$ cat src/rtl/cdb_pkg.sv
// Shared CDB payload type and widths for the result broadcast arbiter.
`ifndef PHYSICAL_REG_NUM_WIDTH
`define PHYSICAL_REG_NUM_WIDTH 6
`endif
`ifndef REG_VAL_WIDTH
`define REG_VAL_WIDTH 32
`endif
`ifndef ROB_SIZE_WIDTH
`define ROB_SIZE_WIDTH 5
`endif

package cdb_pkg;

  localparam int unsigned PREG_W = `PHYSICAL_REG_NUM_WIDTH;
  localparam int unsigned VAL_W  = `REG_VAL_WIDTH;
  localparam int unsigned TAG_W  = `ROB_SIZE_WIDTH;

  // Lane count of the common data bus, also the CDB interface width.
  localparam int unsigned CDB_LANE_NUM = 2;

  typedef struct packed {
    logic [PREG_W-1:0] dst_reg_addr;
    logic [VAL_W-1:0]  value;
    logic [TAG_W-1:0]  inst_tag;
  } cdb_entry_t;

endpackage

$ cat src/rtl/cdb_result_fifo.sv
// Per-FU result FIFO; caller guarantees no push when full and no pop when empty.
module cdb_result_fifo
  import cdb_pkg::*;
#(
  parameter int unsigned DEPTH = 2
) (
  input  logic       clk,
  input  logic       reset,
  input  logic       push_i,
  input  logic       pop_i,
  input  cdb_entry_t din_i,
  output cdb_entry_t head_o,
  output logic       empty_o,
  output logic       full_o
);

  localparam int unsigned PTR_W = $clog2(DEPTH);
  localparam int unsigned CNT_W = PTR_W + 1;

  cdb_entry_t       mem_q [DEPTH];
  logic [PTR_W-1:0] wr_ptr_q, wr_ptr_d;
  logic [PTR_W-1:0] rd_ptr_q, rd_ptr_d;
  logic [CNT_W-1:0] count_q, count_d;

  always_comb begin
    wr_ptr_d = wr_ptr_q;
    rd_ptr_d = rd_ptr_q;
    if (push_i) wr_ptr_d = wr_ptr_q + PTR_W'(1);
    if (pop_i)  rd_ptr_d = rd_ptr_q + PTR_W'(1);
    count_d = count_q + CNT_W'(push_i) - CNT_W'(pop_i);
  end

  always_ff @(posedge clk or posedge reset) begin
    if (reset) begin
      wr_ptr_q <= '0;
      rd_ptr_q <= '0;
      count_q  <= '0;
    end else begin
      wr_ptr_q <= wr_ptr_d;
      rd_ptr_q <= rd_ptr_d;
      count_q  <= count_d;
    end
  end

  // Storage needs no reset: occupancy is tracked by count_q alone.
  always_ff @(posedge clk) begin
    if (push_i) mem_q[wr_ptr_q] <= din_i;
  end

  assign head_o  = mem_q[rd_ptr_q];
  assign empty_o = (count_q == '0);
  assign full_o  = (count_q == CNT_W'(DEPTH));

endmodule

$ cat src/rtl/cdb_arbiter.sv
// Buffers FU results and round-robin broadcasts up to CDB_LANES per cycle on the CDB.
// Optional CDB_BYPASS_EN: an empty-FIFO FU with valid input may broadcast in the same cycle.
module cdb_arbiter
  import cdb_pkg::*;
#(
  parameter int unsigned FU_NUM     = 4,
  parameter int unsigned CDB_LANES  = CDB_LANE_NUM,
  parameter int unsigned FIFO_DEPTH = 2
) (
  input  logic                              clk,
  input  logic                              reset,
  input  logic [FU_NUM-1:0]                 fu_valid,
  output logic [FU_NUM-1:0]                 fu_ready,
  input  logic [FU_NUM-1:0][PREG_W-1:0]     fu_dst_reg_addr,
  input  logic [FU_NUM-1:0][VAL_W-1:0]      fu_result,
  input  logic [FU_NUM-1:0][TAG_W-1:0]      fu_inst_tag,
  input  logic                              cdb_ready,
  output logic [CDB_LANES-1:0]              cdb_valid,
  output logic [CDB_LANES-1:0][PREG_W-1:0]  cdb_register_addr,
  output logic [CDB_LANES-1:0][VAL_W-1:0]   cdb_register_val,
  output logic [CDB_LANES-1:0][TAG_W-1:0]   cdb_inst_tag
);

  localparam int unsigned IDX_W = (FU_NUM > 1) ? $clog2(FU_NUM) : 1;

  cdb_entry_t [FU_NUM-1:0]    fu_in, head;
  logic [FU_NUM-1:0]          empty, full, cand, grant, pop, push, bypass;
  logic [CDB_LANES-1:0]       lane_valid;
  logic [CDB_LANES-1:0][IDX_W-1:0] lane_src;
  cdb_entry_t [CDB_LANES-1:0] lane_data;
  cdb_entry_t [CDB_LANES-1:0] cdb_q, cdb_d;
  logic [CDB_LANES-1:0]       cdb_valid_q, cdb_valid_d;
  logic [IDX_W-1:0]           rr_ptr_q, rr_ptr_d, last_gnt;

  for (genvar i = 0; i < FU_NUM; i++) begin : g_fu
    assign fu_in[i] = {fu_dst_reg_addr[i], fu_result[i], fu_inst_tag[i]};

    cdb_result_fifo #(.DEPTH(FIFO_DEPTH)) u_fifo (
      .clk     (clk),
      .reset   (reset),
      .push_i  (push[i]),
      .pop_i   (pop[i]),
      .din_i   (fu_in[i]),
      .head_o  (head[i]),
      .empty_o (empty[i]),
      .full_o  (full[i])
    );
  end

`ifdef CDB_BYPASS_EN
  assign cand   = ~empty | fu_valid;
  assign bypass = grant & empty & {FU_NUM{cdb_ready}};
`else
  assign cand   = ~empty;
  assign bypass = '0;
`endif

  assign fu_ready = ~full;
  assign pop      = grant & ~empty & {FU_NUM{cdb_ready}};
  assign push     = fu_valid & ~full & ~bypass;

  // Scan from rr_ptr; the n-th candidate found lands on lane n.
  always_comb begin
    int unsigned      n;
    logic [IDX_W-1:0] idx;
    grant      = '0;
    lane_valid = '0;
    lane_src   = '0;
    last_gnt   = rr_ptr_q;
    n          = 0;
    idx        = '0;
    for (int unsigned j = 0; j < FU_NUM; j++) begin
      idx = IDX_W'((32'(rr_ptr_q) + j) % FU_NUM);
      if (cand[idx] && (n < CDB_LANES)) begin
        grant[idx] = 1'b1;
        last_gnt   = idx;
        for (int unsigned k = 0; k < CDB_LANES; k++) begin
          if (n == k) begin
            lane_valid[k] = 1'b1;
            lane_src[k]   = idx;
          end
        end
        n = n + 1;
      end
    end
  end

  always_comb begin
    lane_data = '0;
    for (int unsigned k = 0; k < CDB_LANES; k++) begin
      lane_data[k] = empty[lane_src[k]] ? fu_in[lane_src[k]] : head[lane_src[k]];
    end
  end

  // Unused lanes keep their old data; only the valid bit drops.
  always_comb begin
    cdb_valid_d = cdb_valid_q;
    cdb_d       = cdb_q;
    rr_ptr_d    = rr_ptr_q;
    if (cdb_ready) begin
      cdb_valid_d = lane_valid;
      for (int unsigned k = 0; k < CDB_LANES; k++) begin
        if (lane_valid[k]) cdb_d[k] = lane_data[k];
      end
      if (|lane_valid) rr_ptr_d = IDX_W'((32'(last_gnt) + 32'd1) % FU_NUM);
    end
  end

  always_ff @(posedge clk or posedge reset) begin
    if (reset) begin
      cdb_valid_q <= '0;
      cdb_q       <= '0;
      rr_ptr_q    <= '0;
    end else begin
      cdb_valid_q <= cdb_valid_d;
      cdb_q       <= cdb_d;
      rr_ptr_q    <= rr_ptr_d;
    end
  end

  assign cdb_valid = cdb_valid_q;
  for (genvar k = 0; k < CDB_LANES; k++) begin : g_lane
    assign cdb_register_addr[k] = cdb_q[k].dst_reg_addr;
    assign cdb_register_val[k]  = cdb_q[k].value;
    assign cdb_inst_tag[k]      = cdb_q[k].inst_tag;
  end

endmodule

$ cat config.mk
export PLATFORM = sky130hd
export DESIGN_NAME = cdb_arbiter
export DESIGN_NICKNAME = d
export VERILOG_FILES = /design/src/rtl/cdb_pkg.sv /design/src/rtl/cdb_result_fifo.sv /design/src/rtl/cdb_arbiter.sv
export SDC_FILE = /design/constraint.sdc
export NUM_CORES = 1
export LEC_CHECK = 0
export ABC_AREA = 1
export CAP_MARGIN = 10
export CORE_MARGIN = 1.5
export CORE_UTILIZATION = 41
export CTS_CLUSTER_DIAMETER = 50
export DETAILED_ROUTE_END_ITERATION = 8
export RECOVER_POWER = 50
export SLEW_MARGIN = 20
export SYNTH_ARGS = -nofsm -noshare
export SYNTH_HDL_FRONTEND = slang
export SYNTH_HIERARCHICAL = 1
export SYNTH_SLANG_ARGS = --single-unit
$ cat constraint.sdc
create_clock -name clk -period 4.06 [get_ports clk]
set_clock_uncertainty 0.1 [all_clocks]
set_input_delay 0.812 -clock clk [delete_from_list [all_inputs] [get_ports clk]]
set_output_delay 0.812 -clock clk [all_outputs]
set_load 0.01 [all_outputs]
# Word level (Yosys, flattened, before mapping)
# Memory sizes are Yosys's and may differ from the RTL's.
# Cells that the tools add are included.
# Widths: inputs -> output; s select.
dict set report op_classes {
  n_addsub 22
  n_lt_le_gt_ge 13
  n_eq_ne 7
  muxes 68
  bitwise_logic 8
  n_reduce_logical 18
}
# cell n
set ops {}
lappend ops {{$bmux 43 s2} 4}
lappend ops {{$mux 43} 6}
lappend ops {{$eq 32x1->1 const B} 3}
lappend ops {{$logic_not 32->1} 3}
lappend ops {{$lt 32x2->1 const B} 3}
lappend ops {{$add 32x1->32 const B} 2}
lappend ops {{$mux 32} 2}
lappend ops {{$mux 4} 7}
lappend ops {{$mux 1} 26}
lappend ops {{$mux 2} 13}
lappend ops {{$lt 2x3->1 const B} 6}
lappend ops {{$and 4x4->4} 3}
lappend ops {{$bmux 1 s2} 6}
lappend ops {{$or 4x4->4} 3}
lappend ops {{$add 1x1->1 const B} 8}
lappend ops {{$add 2x1->2} 4}
lappend ops {{$demux 1 s2} 4}
lappend ops {{$eq 2x2->1 const B} 4}
lappend ops {{$ge 2x1->1 const B} 4}
lappend ops {{$logic_not 2->1} 4}
lappend ops {{$not 4->4} 2}
lappend ops {{$sub 2x1->2} 4}
lappend ops {{$logic_and 1x1->1} 7}
lappend ops {{$reduce_and 2->1} 3}
lappend ops {{3 further kinds} 5}
dict set report word_totals {
  ff_bits 106
  mem_bits_rw 344
  inputBits 179
  out_inout_bits 92
  elab_cells 160
  n_memories 4
}
# name depth width read_ports rd_ports_with_merged_regs write_ports line_no
set memory_table {}
lappend memory_table {{g_fu[0].u_fifo.mem_q} 2 43 1 0 1 cdb_result_fifo.sv:20} ;# cdb_entry_t mem_q [DEPTH];
lappend memory_table {{g_fu[1].u_fifo.mem_q} 2 43 1 0 1 cdb_result_fifo.sv:20}
lappend memory_table {{g_fu[2].u_fifo.mem_q} 2 43 1 0 1 cdb_result_fifo.sv:20}
lappend memory_table {{g_fu[3].u_fifo.mem_q} 2 43 1 0 1 cdb_result_fifo.sv:20}

# Depth between registers and ports, before layout
dict set report logic_depth {
  ltp_word 17
  ltp_mapped 24
  depth_no_buf 21
}

# Hierarchy
# The synthesis kept the hierarchy.
# mod instances cells_each area_per_inst_um2 seq_area_each_um2
set by_module_without_submodules {}
lappend by_module_without_submodules {cdb_result_fifo 4 250 3394.5 2682.6}
lappend by_module_without_submodules {cdb_arbiter 1 2084 11358.4 2252.2}

# Worst setup path before layout
# Ideal clock, no wire load.
dict set report synth_timing {
  kind {input to register}
  startpoint {input fu_valid[0]}
  endpoint {memory g_fu[0].u_fifo/mem_q[0][0] (netlist name) (enable)}
  setup_time_ps 443
  arrival_time_ps 2911
  required_ps 3517
  slack_ps 606
  cell_stages 4
  path_buffers 0
  path_cell_list {inv_1 > nor2_1 > inv_1 > nor2_1}
}
dict set report synth_via {
  elab_chain_cells 3
}
# element line_no
set synth_rtl {}
lappend synth_rtl {{from (decl)} cdb_arbiter.sv:12} ;# input logic [FU_NUM-1:0] fu_valid,
lappend synth_rtl {{$and 4x4->4} cdb_arbiter.sv:60} ;# assign push = fu_valid & ~full & ~bypass;
lappend synth_rtl {{named net push[0]} cdb_arbiter.sv:27} ;# logic [FU_NUM-1:0] empty, full, cand, grant, pop, push, bypass;
lappend synth_rtl {{$mux 1} cdb_result_fifo.sv:47} ;# if (push_i) mem_q[wr_ptr_q] <= din_i;
lappend synth_rtl {{$mux 1 (implied by the code)} cdb_result_fifo.sv:47}
lappend synth_rtl {{to (decl)} cdb_result_fifo.sv:20}
# The timed path passes the listed nets, and every way through them passes these cells.

# Worst setup path in the final report
dict set report layout_timing {
  startpoint {register g_fu[2].u_fifo.count_q[1]}
  endpoint {register cdb_q, in the netlist cdb_register_val[19]}
}
dict set report layout_via {
  elab_chain_cells 17
  elab_cells_between_ends 46
  cone_classes {add/sub (2); order compare (3); mux (32); bitwise (1); reduce/logical (8)}
}
# element line_no
set layout_rtl {}
lappend layout_rtl {{from (decl)} cdb_result_fifo.sv:23} ;# logic [CNT_W-1:0] count_q, count_d;
lappend layout_rtl {{from (signal assigned)} cdb_result_fifo.sv:41} ;# count_q <= count_d;
lappend layout_rtl {{$logic_not 2->1 (*)} cdb_result_fifo.sv:51} ;# assign empty_o = (count_q == '0);
lappend layout_rtl {{named net empty[2]} cdb_arbiter.sv:27}
lappend layout_rtl {{$not 4->4} cdb_arbiter.sv:54} ;# assign cand = ~empty;
lappend layout_rtl {{$bmux 1 s2} cdb_arbiter.sv:74} ;# if (cand[idx] && (n < CDB_LANES)) begin
lappend layout_rtl {{$mux 1 (implied by the code)} cdb_arbiter.sv:74}
lappend layout_rtl {{$mux 1} cdb_arbiter.sv:74}
lappend layout_rtl {{$lt 32x2->1} cdb_arbiter.sv:74}
lappend layout_rtl {{$logic_and 1x1->1} cdb_arbiter.sv:74}
lappend layout_rtl {{[2 not listed]} n/a}
lappend layout_rtl {{$logic_and 1x1->1} cdb_arbiter.sv:74}
lappend layout_rtl {{$mux 32} cdb_arbiter.sv:74}
lappend layout_rtl {{$lt 32x2->1 / $logic_not 32->1 (equally long branches)} {cdb_arbiter.sv:74, cdb_arbiter.sv:78}}
lappend layout_rtl {{$logic_and 1x1->1 / $mux 2 (equally long branches)} {cdb_arbiter.sv:74, cdb_arbiter.sv:78}}
lappend layout_rtl {{$mux 4} cdb_arbiter.sv:74}
lappend layout_rtl {{$bmux 43 s2 / $bmux 1 s2 (equally long branches)} cdb_arbiter.sv:91} ;# lane_data[k] = empty[lane_src[k]] ? fu_in[lane_src[k]] : head[lane_src[k]];
lappend layout_rtl {{$mux 43 (implied by the code) / $mux 1 (equally long branches)} cdb_arbiter.sv:91}
lappend layout_rtl {{$mux 43} cdb_arbiter.sv:91}
lappend layout_rtl {{to (signal assigned)} cdb_arbiter.sv:112} ;# cdb_q <= '0;
lappend layout_rtl {{to (signal assigned)} cdb_arbiter.sv:116} ;# cdb_q <= cdb_d;
lappend layout_rtl {{to (decl)} cdb_arbiter.sv:31} ;# cdb_entry_t [CDB_LANES-1:0] cdb_q, cdb_d;
# The timed path passes the listed nets; every way through them passes the cells marked *. The select of a mux whose other input is x is not followed.
# A chain may end at the register's enable or synchronous reset.

==> results by group <==
Yosys
  • FFs w/ async S/R, synth: 23.6%
  • Syn. warnings: 6
  • Synth Flop Type: edfxtp_1
  • Simple-Gate Fraction of Synth Area: 33.9%
  • Post-synthesis cell count: 3084
  • Netlist cell types: 36
  • Seq/Total Area, Yosys: 52.1%
  • Avg Cell Area, Syn: 8.09 um^2
  • Ranking of synthesized cells by area: edfxtp_1 (41%), nand2_1 (17%), nand3_1 (16%), dfrtp_1 (11%), inv_1 (3.5%)
  • Xor/xnor share of the synthesized area: 0.351%
  • Synth Area in Compound Gates: 4.03%
  • Synth top area share: 41.4%
  • Post-synth EDFFs: 344
  • Largest family of logic cells by synthesized area: simple AND/OR/NAND/NOR gates
  • Yosys reg bits: 450
  • Mux cell area share after synthesis: 0%
  • Synth Area in Adders: 1.00%
  • Count leader, synth: nand2_1
  • Area leader, netlist: edfxtp_1
  • Synth top cells by count: nand2_1 (1098), nand3_1 (796), edfxtp_1 (344)
  • Synthesized Nets: 3283
  • Post-synthesis cell area: 0.0249 mm^2

CTS
  • # clock sinks: 450
  • CTS Root Cell: clkbuf_16
  • Clk_lat worst skew: 630 ps
  • CTS max path bufs: 3
  • Num CTS Buffers: 59
  • Reg clk slew, reported paths: 50 ps
  • CTS tree: done
  • # hold bufs at CTS: 0
  • H-tree depth: 2

Setup path
  • Crit end category: register
  • CP Data Required Time: 4470 ps
  • Worst setup path start: g_fu[2].u_fifo/count_q[1]$_DFF_PP0_
  • Cells on worst reg2reg path: 20
  • Critical-path cell list: nor2_1, nand2_2, nand2_1, o21ai_1, inv_1, ha_1, inv_1, nand2_2, nand3_2, nor2_4, nand2_2, nand2_1, nand2_8, clkinv_2, buf_4, nand3_1, nand2_1, nand2_1, nand3_1, nand2_1
  • CP max stage delay: 410 ps
  • Crit path capture: cdb_register_val[19]$_DFFE_PP0P_
  • Setup CP Type: register to register
  • Worst r2r dst: cdb_register_val[19]$_DFFE_PP0P_
  • Crit path max-delay cell type: nor2_1
  • R2R Path Start: g_fu[2].u_fifo/count_q[1]$_DFF_PP0_
  • CP dominant cell by count: nand2_1
  • Worst path arrival time: 4220 ps
  • R2r setup slk: 250 ps
  • Nature of the critical path startpoint: register
  • Max Fanout on Critical Path: 21

Timing
  • Final min period: 3810 ps
  • Fin. max-slew vios: 102
  • Slew margin rel.: -52.0%
  • RSZ-0062 raised after global routing: no
  • Final setup violation count: 0
  • Setup TNS: 0 ps
  • Peak Freq: 263 MHz
  • Period utilization: 93.8%
  • Worst slew pin tran: 2270 ps
  • Hold violation count in the final report: 0

Route
  • Drt via density: 5.65
  • DRT Pass-1 Iters: 6
  • Iter 0 DRT Violations: 2840
  • DRC Markers: 0
  • Drt total wl: 89.2 mm
  • WL/cell: 21.8 um
  • Vias: 23100
  • DRT antenna net count: 0

Final layout
  • Final #Nets: 3461
  • P&R area growth vs syn: 21.8%
  • Share of cells above drive strength 1: 6.61%
  • Fillcell total: 5519

Hold path
  • Hold WC Path Type: register to register

Global route
  • GRT Total Usage: 27.7%
  • Initial antenna violation count: 3
  • Vias in the first global route: 21600
  • Largest net degree at the start of global routing: 141
  • Global-route wire length before repair: 133 mm
  • GRT overflow: 0

Floorplanning
  • Die width: 250 um
  • Standard-cell rows: 90
  • Starting Density: 41.4%
  • Core area: 0.0602 mm^2
  • # IOs: 271
  • Overall die height: 250 um
  • Die Footprint: 0.0623 mm^2

Outcome
  • Failing checks: max-capacitance violations, max-slew violations
  • Status: finished with violations

Place
  • I/O Buffers: 270
  • Final HPWL from detailed placement: 52.0 mm
  • GP Congestion: 0.849

Flow run
  • Max-Cap Viols: 3
## state kept, by name, summed over array words and instances, names as in the netlist
signal	count
cdb_valid	2
cdb_register_val	64
g_fu.u_fifo/rd_ptr_q	4
g_fu.u_fifo/mem_q	344
g_fu.u_fifo/wr_ptr_q	4
cdb_inst_tag	10
rr_ptr_q	2
cdb_register_addr	12
g_fu.u_fifo/count_q	8
## cells in the final DEF, fill, tap and decap left out, drive strengths merged
master / instances
dfrtp: 106
nand2: 1119
clkinv: 22
xnor2: 1
nor2: 20
clkbuf: 79
a221oi: 3
clkinvlp: 8
buf: 61
xor2: 9
or2: 1
nand4: 3
bufinv: 5
clkdlybuf4s50: 93
nor3: 4
ha: 20
inv: 242
o22ai: 2
o221ai: 1
a21oi: 6
diode: 1
edfxtp: 344
dlygate4sd3: 177
nand3: 803
o21ai: 183
## per-layer routing
layer / global-route usage [%] / routed length, um / vias up / part of all wire [%]
li1: - / - / 10600 / -
met1: 38.9 / 37600 / 11000 / 42
met2: 43.7 / 40800 / 1346 / 46
met3: 4.31 / 8110 / 185 / 9.1
met4: 9.36 / 2650 / 2 / 3.0
met5: 0 / 13 / - / 0.015
## worst min-delay path by stage
stage,slack (ps),startpoint,depth (start not counted),end
after floorplan,360,g_fu[0].u_fifo/wr_ptr_q$_DFFE_PP0P_,1,g_fu[0].u_fifo/wr_ptr_q$_DFFE_PP0P_
after global placement,360,cdb_register_val[0]$_DFFE_PP0P_,2,cdb_register_val[0]$_DFFE_PP0P_
after detailed placement,370,cdb_register_val[56]$_DFFE_PP0P_,2,cdb_register_val[56]$_DFFE_PP0P_
after CTS,380,cdb_register_val[16]$_DFFE_PP0P_,2,cdb_register_val[16]$_DFFE_PP0P_
after global routing,400,cdb_register_val[21]$_DFFE_PP0P_,2,cdb_register_val[21]$_DFFE_PP0P_
final,380,cdb_register_val[16]$_DFFE_PP0P_,2,cdb_register_val[16]$_DFFE_PP0P_
## cell families (layout without fill, tap and decap cells)
| group | count (synthesis) | count (layout) |
|---|---|---|
| buf+inv | 461 | 687 |
| other cells | 0 | 1 |
| fa+ha+maj | 20 | 20 |
| compound gates | 195 | 195 |
| simple gates | 1948 | 1950 |
| xor+xnor | 10 | 10 |
| flops | 450 | 450 |
## cell type report
class / instances / area, um^2 / area share, %
diodes: 1 / 2.50 / 0.00824
flip-flops and latches: 450 / 13000 / 42.7
clock buffers: 74 / 1570 / 5.18
inverters: 240 / 908 / 2.99
repair buffers: 336 / 3560 / 11.7
multi-input cells: 2175 / 9980 / 32.8
well taps: 782 / 978 / 3.22
clock inverters: 37 / 394 / 1.30
## metrics by stage
| step | setup WS (ps) | util (%) | cells | instance area, um^2 | hold slack, ps |
|---|---|---|---|---|---|
| 6_report | 251 | 50.4 | 4095 | 30400 | 377 |
| 5_1_grt | 3.59 | 50.4 | 4094 | 30400 | 398 |
| 4_1_cts | 37.9 | 50.1 | 4087 | 30200 | 385 |
| 3_5_place_dp | 49.9 | 46.9 | 3976 | 28200 | 366 |
| 3_3_place_gp | 177 | 46.9 | 3976 | 28200 | 364 |
| 2_1_floorplan | 606 | - | 3084 | 24900 | 363 |
## critical path, delay by kind of cell, from the launching register on
kind / cells / cell delay (ps)
flip-flops: 1 / 390
adder cells (fa/ha/maj): 1 / 210
AO/OA/AOI/OAI: 1 / 180
buffers and inverters: 4 / 830
AND/OR/NAND/NOR: 14 / 1990
## repair_timing
action	4_1_cts	5_1_grt
resized for setup	0	23
hold endpoints to repair	0	0
endpoints found under the setup margin	0	86
buffers inserted	0	3
Power is left out: the tool's default activity adds up to more than one toggle a clock period on the data nets, which glitch-free logic cannot reach.
